**config.mk**
```make
export PLATFORM = sky130hd
export DESIGN_NAME = sha_sigma_pipe
export DESIGN_NICKNAME = d
export VERILOG_FILES = /design/src/rtl/sha_sigma_pipe.sv
export SDC_FILE = /design/constraint.sdc
export NUM_CORES = 1
export LEC_CHECK = 0
export BUFFER_PORTS_ARGS = -buffer_cell sky130_fd_sc_hd__buf_4
export CAP_MARGIN = 20
export CORE_ASPECT_RATIO = 0.8
export CORE_MARGIN = 5
export CORE_UTILIZATION = 55
export DETAILED_ROUTE_END_ITERATION = 7
export GPL_TIMING_DRIVEN = 0
export MAX_ROUTING_LAYER = met4
export PLACE_DENSITY = 0.82
export SYNTH_ARGS = -nofsm -noshare
export SYNTH_HDL_FRONTEND = slang
export SYNTH_SLANG_ARGS = --single-unit
```
**constraint.sdc**
```tcl
create_clock -name clk -period 2.5 [get_ports clk]
set_input_delay 0.5 -clock clk [delete_from_list [all_inputs] [get_ports clk]]
set_output_delay 0.5 -clock clk [all_outputs]
set_load 0.01 [all_outputs]
```
**src/rtl/sha_sigma_pipe.sv**
```systemverilog
// SHA-2 sigma/Ch/Maj engine behind a STAGES-deep valid/ready pipeline, 32- or 64-bit words.
// Define SHA_SIGMA_CHMAJ_EN to implement modes 4 (Ch) and 5 (Maj); otherwise they report out_err.
module sha_sigma_pipe #(
  parameter int WIDTH  = 32,
  parameter int STAGES = 2,
  parameter int TAG_W  = 4
) (
  input  logic             clk,
  input  logic             rst,
  input  logic             in_valid,
  output logic             in_ready,
  input  logic [2:0]       in_mode,
  input  logic [WIDTH-1:0] in_x,
  input  logic [WIDTH-1:0] in_y,
  input  logic [WIDTH-1:0] in_z,
  input  logic [TAG_W-1:0] in_tag,
  output logic             out_valid,
  input  logic             out_ready,
  output logic [WIDTH-1:0] out_data,
  output logic [TAG_W-1:0] out_tag,
  output logic             out_err
);

  generate
    if (WIDTH != 32 && WIDTH != 64) begin : g_bad_width
      $error("sha_sigma_pipe: WIDTH must be 32 or 64");
    end
    if (STAGES < 1 || STAGES > 4) begin : g_bad_stages
      $error("sha_sigma_pipe: STAGES must be 1..4");
    end
  endgenerate

  localparam bit W64 = (WIDTH == 64);
  localparam int S0A = W64 ? 1  : 7;
  localparam int S0B = W64 ? 8  : 18;
  localparam int S0C = W64 ? 7  : 3;
  localparam int S1A = W64 ? 19 : 17;
  localparam int S1B = W64 ? 61 : 19;
  localparam int S1C = W64 ? 6  : 10;
  localparam int B0A = W64 ? 28 : 2;
  localparam int B0B = W64 ? 34 : 13;
  localparam int B0C = W64 ? 39 : 22;
  localparam int B1A = W64 ? 14 : 6;
  localparam int B1B = W64 ? 18 : 11;
  localparam int B1C = W64 ? 41 : 25;

  function automatic logic [WIDTH-1:0] rotr(input logic [WIDTH-1:0] v, input int n);
    return (v >> n) | (v << (WIDTH - n));
  endfunction

  logic [WIDTH-1:0] f_data;
  logic             f_err;

  always_comb begin
    f_data = '0;
    f_err  = 1'b0;
    case (in_mode)
      3'd0: f_data = rotr(in_x, S0A) ^ rotr(in_x, S0B) ^ (in_x >> S0C);
      3'd1: f_data = rotr(in_x, S1A) ^ rotr(in_x, S1B) ^ (in_x >> S1C);
      3'd2: f_data = rotr(in_x, B0A) ^ rotr(in_x, B0B) ^ rotr(in_x, B0C);
      3'd3: f_data = rotr(in_x, B1A) ^ rotr(in_x, B1B) ^ rotr(in_x, B1C);
`ifdef SHA_SIGMA_CHMAJ_EN
      3'd4: f_data = (in_x & in_y) ^ (~in_x & in_z);
      3'd5: f_data = (in_x & in_y) ^ (in_x & in_z) ^ (in_y & in_z);
`endif
      default: begin
        f_data = '0;
        f_err  = 1'b1;
      end
    endcase
  end

`ifndef SHA_SIGMA_CHMAJ_EN
  logic unused_yz;
  assign unused_yz = ^{in_y, in_z};
`endif

  logic [STAGES-1:0] valid_q;
  logic [STAGES-1:0] err_q;
  logic [WIDTH-1:0]  data_q [STAGES];
  logic [TAG_W-1:0]  tag_q  [STAGES];
  logic [STAGES-1:0] adv;
  logic [STAGES-1:0] ld;

  // Ready ripples from the output back to stage 0 in the same cycle.
  always_comb begin : flow
    logic nxt;
    nxt = out_ready;
    adv = '0;
    ld  = '0;
    for (int k = STAGES - 1; k >= 0; k--) begin
      adv[k] = valid_q[k] && nxt;
      ld[k]  = !valid_q[k] || adv[k];
      nxt    = ld[k];
    end
  end

  assign in_ready = !rst && ld[0];

  always_ff @(posedge clk) begin
    if (rst) begin
      valid_q <= '0;
      err_q   <= '0;
      for (int k = 0; k < STAGES; k++) begin
        data_q[k] <= '0;
        tag_q[k]  <= '0;
      end
    end else begin
      if (ld[0]) valid_q[0] <= in_valid;
      if (ld[0] && in_valid) begin
        data_q[0] <= f_data;
        tag_q[0]  <= in_tag;
        err_q[0]  <= f_err;
      end
      // Payload only moves with a word, so a drained stage keeps its last contents.
      for (int k = 1; k < STAGES; k++) begin
        if (ld[k]) valid_q[k] <= valid_q[k-1];
        if (adv[k-1]) begin
          data_q[k] <= data_q[k-1];
          tag_q[k]  <= tag_q[k-1];
          err_q[k]  <= err_q[k-1];
        end
      end
    end
  end

  assign out_valid = valid_q[STAGES-1];
  assign out_data  = data_q[STAGES-1];
  assign out_tag   = tag_q[STAGES-1];
  assign out_err   = err_q[STAGES-1];

endmodule

```
==> impl_metrics.csv, run 1 <==
group,metric,value,unit
sta,fmax,0.516,GHz
final_layout,insertedDiodeCount,0,
detailed_routing,remaining_drc_errors,0,
cts,cts_tree,"yes",
sta,period_needed,1.94,ns
cts,cts_sinks,76,
placed_design,place.gp.congestion,0.989,
sta,whs,0.415,ns
yosys,synthDistinctLibCells,23,
sta,relSlewSlack,0.393,
worst_setup_path,cpPeakStageDelay,0.34,ns
worst_setup_path,cp_num_cells,5,
floorplan,start_util,0.564,
cts,cts_made_buffers,9,
detailed_routing,drtAntennaViolNets,0,
cts,cts_buffer_depth,2,
global_route,grt_pass1_vias,4049,
global_route,grt_max_degree,37,
sta,fin_tns_setup,0,ns
yosys,yosysWarningCount,0,
worst_setup_path,cpMaxStageDelayCell,"dfxtp_1",
job,maxCapViolations,0,
worst_setup_path,crit_path_end_kind,"register",
sta,setup_viol,0,
final_layout,final_cell_area,6650,sq um
placed_design,place_ws,0.330,ns
detailed_routing,wl_per_cell,21.3,um
final_layout,area_delta_synth_final,15.1,%
detailed_routing,drtIter0Drc,490,
yosys,syn_inst,544,
floorplan,placeableCoreArea,10200,sq um
detailed_routing,vias,4175,
floorplan,rows,33,
yosys,synth.net_count,651,
placed_design,portBuffers,51,
sta,finalHoldViolCount,0,
cts,holdBufCountCts,0,
outcome,outcome,"finished, final reports clean",
placed_design,dp_cells,735,
global_route,grt-ovfl-total,0,
global_route,grt_use_total,0.262,
min_path,hold_path.class,"primary input to register",
yosys,syn_area,5780,sq um
power_and_ir_drop,p_per_area,581,nW/um^2
worst_setup_path,cp_data_required_time,2.62,ns
final_layout,nNetsFinal,713,
cts,clk_pin_slew,0.06,ns
yosys,syn-mean-instance-area,10.6,sq um
worst_setup_path,path_cells,"and3b_1 > nor3_4 > nand2b_1 > buf_2 > a21oi_1",
final_layout,fillers,836,
detailed_routing,first_pass_iters,5,
worst_setup_path,path_buf_inv,1,
floorplan,die_area,12700,sq um
power_and_ir_drop,power,3.86,mW
yosys,yosysSeqAreaShare,0.388,
sta,rsz0062_at_grt,"no",
cts,cts-root-buf,"clkbuf_16",
floorplan,fp.dieH,102,um
cts,htree_levels,3,
final_layout,layout-drive-gt1-share,0.255,
final_layout,final_core_util,0.649,
cts,clk_latency,0.33,ns
worst_setup_path,cp_top_family,"simple AND/OR/NAND/NOR gates",
sta,worst_slew_pin_slew,0.911,ns
worst_setup_path,r2r_cells,5,
worst_setup_path,worstSetupPathType,"register to register",
yosys,synth-seq-cells,76,
global_route,grt_antenna_before_repair,0,
power_and_ir_drop,leakagePower,2.40,nW
sta,slew_viol_final,0,
final_layout,finalNonFillerCells,751,
placed_design,placed_cell_area,6340,sq um
sta,skew,0.00566,ns
power_and_ir_drop,vdd_drop_max,0.324,mV
floorplan,io_pins,146,
detailed_routing,drt_wl_total,16000,um
sta,fin_ws,0.564,ns
worst_setup_path,cp-start-kind,"register",
detailed_routing,viasPerCell,5.56,
sta,period_share,0.775,
floorplan,die_x,125,um
min_path,whs_path_depth,3,
worst_setup_path,worstPathArrival,2.05,ns
placed_design,place_hpwl,11100,um
worst_setup_path,path_max_fanout,10,
cts,ctsResizeCount,0,
global_route,grt_pass1_wl,24000,um
cts,post_cts_buffers,0,
## layout make-up
cell class,count,area [sq um],share of cell area
clock inverter,7,82.6,0.0124
tap,140,175,0.0263
sequential,76,2240,0.337
timing repair buffer,51,383,0.0576
clock buffer,9,225,0.0339
multi-input combinational,376,2950,0.444
buffer,89,578,0.0869
inverter,3,11.3,0.00169
## final timing paths
path	start	end	slack, ns
setup / recovery	valid_q[0]$_SDFFE_PP0N_	data_q[0][0]$_SDFFCE_PN0P_	0.56
hold reg to reg	err_q[0]$_SDFFE_PP0P_	err_q[0]$_SDFFE_PP0P_	0.50
setup reg to reg	valid_q[0]$_SDFFE_PP0N_	data_q[0][0]$_SDFFCE_PN0P_	0.56
hold / removal	in_valid	valid_q[0]$_SDFFE_PP0N_	0.42
## worst min-delay path, delay by kind of cell
kind | cells | cell delay, ns
simple gates | 2 | 0.12
buf+inv | 1 | 0.09
## cell usage in the layout (no fill, tap or decap), drive strengths merged
cell,count
bufinv,1
and2,40
nor2,9
xnor2,199
or2,1
o21ai,8
xor2,12
clkinv,1
clkinvlp,1
nand2b,4
buf,132
nor3b,2
dfxtp,4
a21oi,40
mux2i,2
and3b,1
edfxtp,72
nor3,1
inv,7
a22oi,57
clkbuf,17
## where the power goes
group	total, mW	switching (mW)	internal (mW)
Clock	1.35	0.554	0.792
Combinational	1.01	0.536	0.471
Sequential	1.51	0.0203	1.49
## cell usage after synthesis
master,number,share of area
dfxtp_1,4,0.014
buf_8,1,0.0026
a21oi_1,40,0.035
nand2b_1,4,0.0043
edfxtp_1,72,0.37
xnor2_1,199,0.30
xor2_1,12,0.018
nor2_8,2,0.0069
a22oi_1,57,0.074
clkbuf_1,8,0.0052
and3b_1,1,0.0015
nor3_4,1,0.0028
inv_2,1,0.00065
nor2_1,7,0.0045
inv_1,2,0.0013
or2_1,1,0.0011
mux2i_1,2,0.0035
nor3b_4,2,0.0065
o21ai_0,8,0.0069
buf_4,43,0.056
buf_2,33,0.029
buf_6,4,0.0078
and2_1,40,0.043
## sequential cells by signal (all words and copies together) (netlist names)
signal	cells
tag_q	8
valid_q	2
err_q	2
data_q	64
## metal layers
layer	GRT usage	routed length, um	up-vias
li1	-	-	1920
met1	0.353	6830	1987
met2	0.397	7160	248
met3	0.0575	1820	20
met4	0.0834	216	0
met5	-	0	-
## logic make-up after synthesis
kind of cell           after synthesis  share of synthesized area
buffers and inverters               92                      0.102
multiplexers                         2                    0.00346
AND/OR/NAND/NOR                     58                     0.0710
AO/OA/AOI/OAI                      105                      0.116
flip-flops                          76                      0.388
XOR/XNOR                           211                      0.320
Note: power is estimated with default switching activity, not from simulation.
==> inputs of run 2 (changes only) <==
==> constraint.sdc (replaced) <==
create_clock -name clk -period 1.8 [get_ports clk]
set_input_delay 0.36 -clock clk [delete_from_list [all_inputs] [get_ports clk]]
set_output_delay 0.36 -clock clk [all_outputs]
set_load 0.01 [all_outputs]
==> run 2 against run 1 <==
Against the previous run:
- register-to-register slack lost 0.38 ns
- critical path type unchanged
- clock skew shrank 0.0023 ns
- hold slack lost 0.15 ns
- routed wire length shrank 5.2%
- core utilization is essentially flat
- non-clock buffer count grew 1
- clock-buffer cell count is the same
- setup slack lost 0.38 ns
- largest cell class unchanged
- global-route usage shrank 1.3 points
- first-iteration DRC count grew 9.0%
- clock power grew 33%
==> impl_metrics.csv, run 2 (synthesized netlist as in run 1, its figures left out) <==
group,metric,value,unit
cts,holdBufCountCts,0,
global_route,grt_max_degree,37,
min_path,min-delay-start,"in_valid",
worst_setup_path,reg2reg_from,"valid_q[0]$_SDFFE_PP0N_",
power_and_ir_drop,p_per_area,795,nW/um^2
detailed_routing,wl_per_cell,20.2,um
power_and_ir_drop,combPwrFrac,0.263,
worst_setup_path,path_max_fanout,36,
power_and_ir_drop,leakagePower,2.41,nW
cts,clk_pin_slew,0.06,ns
detailed_routing,viasPerCell,5.64,
final_layout,top_register,"data_q",
cts,clk_latency,0.34,ns
worst_setup_path,r2r_cells,3,
power_and_ir_drop,clkPwrFrac,0.341,
cts,cts_buffer_depth,2,
sta,period_needed,1.62,ns
placed_design,portBuffers,51,
cts,cts-root-buf,"clkbuf_16",
floorplan,start_util,0.564,
sta,rsz0062_at_grt,"no",
sta,period_share,0.901,
placed_design,place_ws,-0.228,ns
worst_setup_path,worstSetupPathType,"register to register",
worst_setup_path,r2r_slack,0.18,ns
global_route,grt_antenna_before_repair,0,
min_path,hold_path.class,"primary input to register",
final_layout,multi_input_area,2960,sq um
worst_setup_path,cp_data_required_time,1.78,ns
detailed_routing,top_layer,"met4",
global_route,grt_use_total,0.249,
detailed_routing,wl_met3,1500,um
worst_setup_path,cp-start-kind,"register",
detailed_routing,drtAntennaViolNets,0,
final_layout,nNetsFinal,714,
final_layout,final_core_util,0.649,
cts,cts_made_buffers,9,
sta,finalHoldViolCount,0,
cts,htree_levels,3,
final_layout,regArea,2240,sq um
worst_setup_path,worstPathArrival,1.60,ns
outcome,outcome,"finished, final reports clean",
detailed_routing,m1WireLength,6390,um
detailed_routing,drt_wl_total,15200,um
detailed_routing,vias,4234,
power_and_ir_drop,p_int,3.79,mW
power_and_ir_drop,switching_share,0.282,
sta,fin_ws,0.179,ns
sta,setup_viol,0,
detailed_routing,dr_wl_met2,7000,um
sta,fmax,0.617,GHz
detailed_routing,drtIter0Drc,534,
floorplan,rows,33,
final_layout,reg.largest.list,"data_q (64), tag_q (8)",
final_layout,fillers,834,
min_path,whs_path_depth,3,
sta,relSlewSlack,0.621,
sta,slew_viol_final,0,
worst_setup_path,crit_path_end_kind,"register",
final_layout,largest_reg_flops,64,
floorplan,placeableCoreArea,10200,sq um
floorplan,io_pins,146,
global_route,grt-ovfl-total,0,
global_route,grt_pass1_wl,23500,um
job,maxCapViolations,0,
power_and_ir_drop,vdd_drop_max,0.351,mV
power_and_ir_drop,power,5.28,mW
placed_design,place_hpwl,10500,um
detailed_routing,first_pass_iters,6,
final_layout,layout-drive-gt1-share,0.254,
final_layout,final_cell_mix,"199 x xnor2_1, 95 x buf_4, 72 x edfxtp_1, 57 x a22oi_1",
cts,cts_sinks,76,
final_layout,final_common_cell,"xnor2_1",
power_and_ir_drop,p_seq_frac,0.396,
placed_design,place.gp.congestion,0.980,
floorplan,die_x,125,um
sta,worst_slew_pin_slew,0.569,ns
floorplan,die_area,12700,sq um
floorplan,fp.dieH,102,um
final_layout,area_delta_synth_final,15.0,%
sta,skew,0.00339,ns
global_route,grt_pass1_vias,4379,
worst_setup_path,timing.rr.end,"data_q[0][11]$_SDFFCE_PN0P_",
final_layout,insertedDiodeCount,0,
cts,cts_tree,"yes",
detailed_routing,remaining_drc_errors,0,
power_and_ir_drop,switchingPower,1.49,mW
min_path,hold_end,"valid_q[0]$_SDFFE_PP0N_",
## run 2: repair_timing
item,in CTS,in global routing
endpoints found under the setup margin,72,49
endpoints found under the hold margin,0,0
resized for setup,2,1
setup buffers,0,1
pin swaps,0,1
## run 2: metrics by stage
step / cells / instance area, sq um / hold slack, ns / TNS, ns
floorplan: 544 / 5780 / 0.460 / 0
global placement: 735 / 6340 / 0.480 / -6.59
detailed placement: 735 / 6340 / 0.501 / -14.30
CTS: 750 / 6640 / 0.269 / 0
global route: 751 / 6650 / 0.286 / 0
finish: 751 / 6650 / 0.269 / 0
## run 2: metal layers
| layer | vias to the layer above | global-route usage |
|---|---|---|
| met5 | - | - |
| met2 | 254 | 0.391 |
| met3 | 35 | 0.0575 |
| met1 | 2025 | 0.316 |
| met4 | 0 | 0.0960 |
| li1 | 1920 | - |
## run 2: final cells by class
cell class	count	share of cell area
multi-input combinational	376	0.446
inverter	3	0.00169
clock inverter	6	0.00960
buffer	89	0.0870
clock buffer	9	0.0339
sequential	76	0.337
timing repair buffer	52	0.0587
tap	140	0.0264
## run 2: critical path, stage by stage, from the launching register on
cell and delay, ns:
dfxtp_1 0.33, and3b_1 0.25, nand2b_1 0.23, nand2b_4 0.41
## run 2: power by group through the flow
| stage | logic, mW | registers (mW) | clock network, mW |
|---|---|---|---|
| 6_report | 1.39 | 2.09 | 1.80 |
| 5_1_grt | 1.48 | 2.10 | 1.89 |
| 4_1_cts | 1.37 | 2.09 | 1.81 |
| 3_5_place_dp | 1.36 | 2.13 | 0 |
| 3_3_place_gp | 1.33 | 2.13 | 0 |
| 2_1_floorplan | 1.04 | 2.12 | 0 |
## run 2: worst max-delay path by stage
| stage | endpoint | slack [ns] | startpoint | cells past startpoint |
|---|---|---|---|---|
| floorplan | data_q[0][0]$_SDFFCE_PN0P_ | 0.18 | out_ready | 3 |
| global placement | data_q[0][10]$_SDFFCE_PN0P_ | -0.14 | out_ready | 4 |
| detailed placement | data_q[0][2]$_SDFFCE_PN0P_ | -0.23 | out_ready | 4 |
| CTS | data_q[0][6]$_SDFFCE_PN0P_ | 0.02 | valid_q[0]$_SDFFE_PP0N_ | 5 |
| global route | data_q[0][13]$_SDFFCE_PN0P_ | 0.10 | valid_q[0]$_SDFFE_PP0N_ | 3 |
| finish | data_q[0][11]$_SDFFCE_PN0P_ | 0.18 | valid_q[0]$_SDFFE_PP0N_ | 3 |
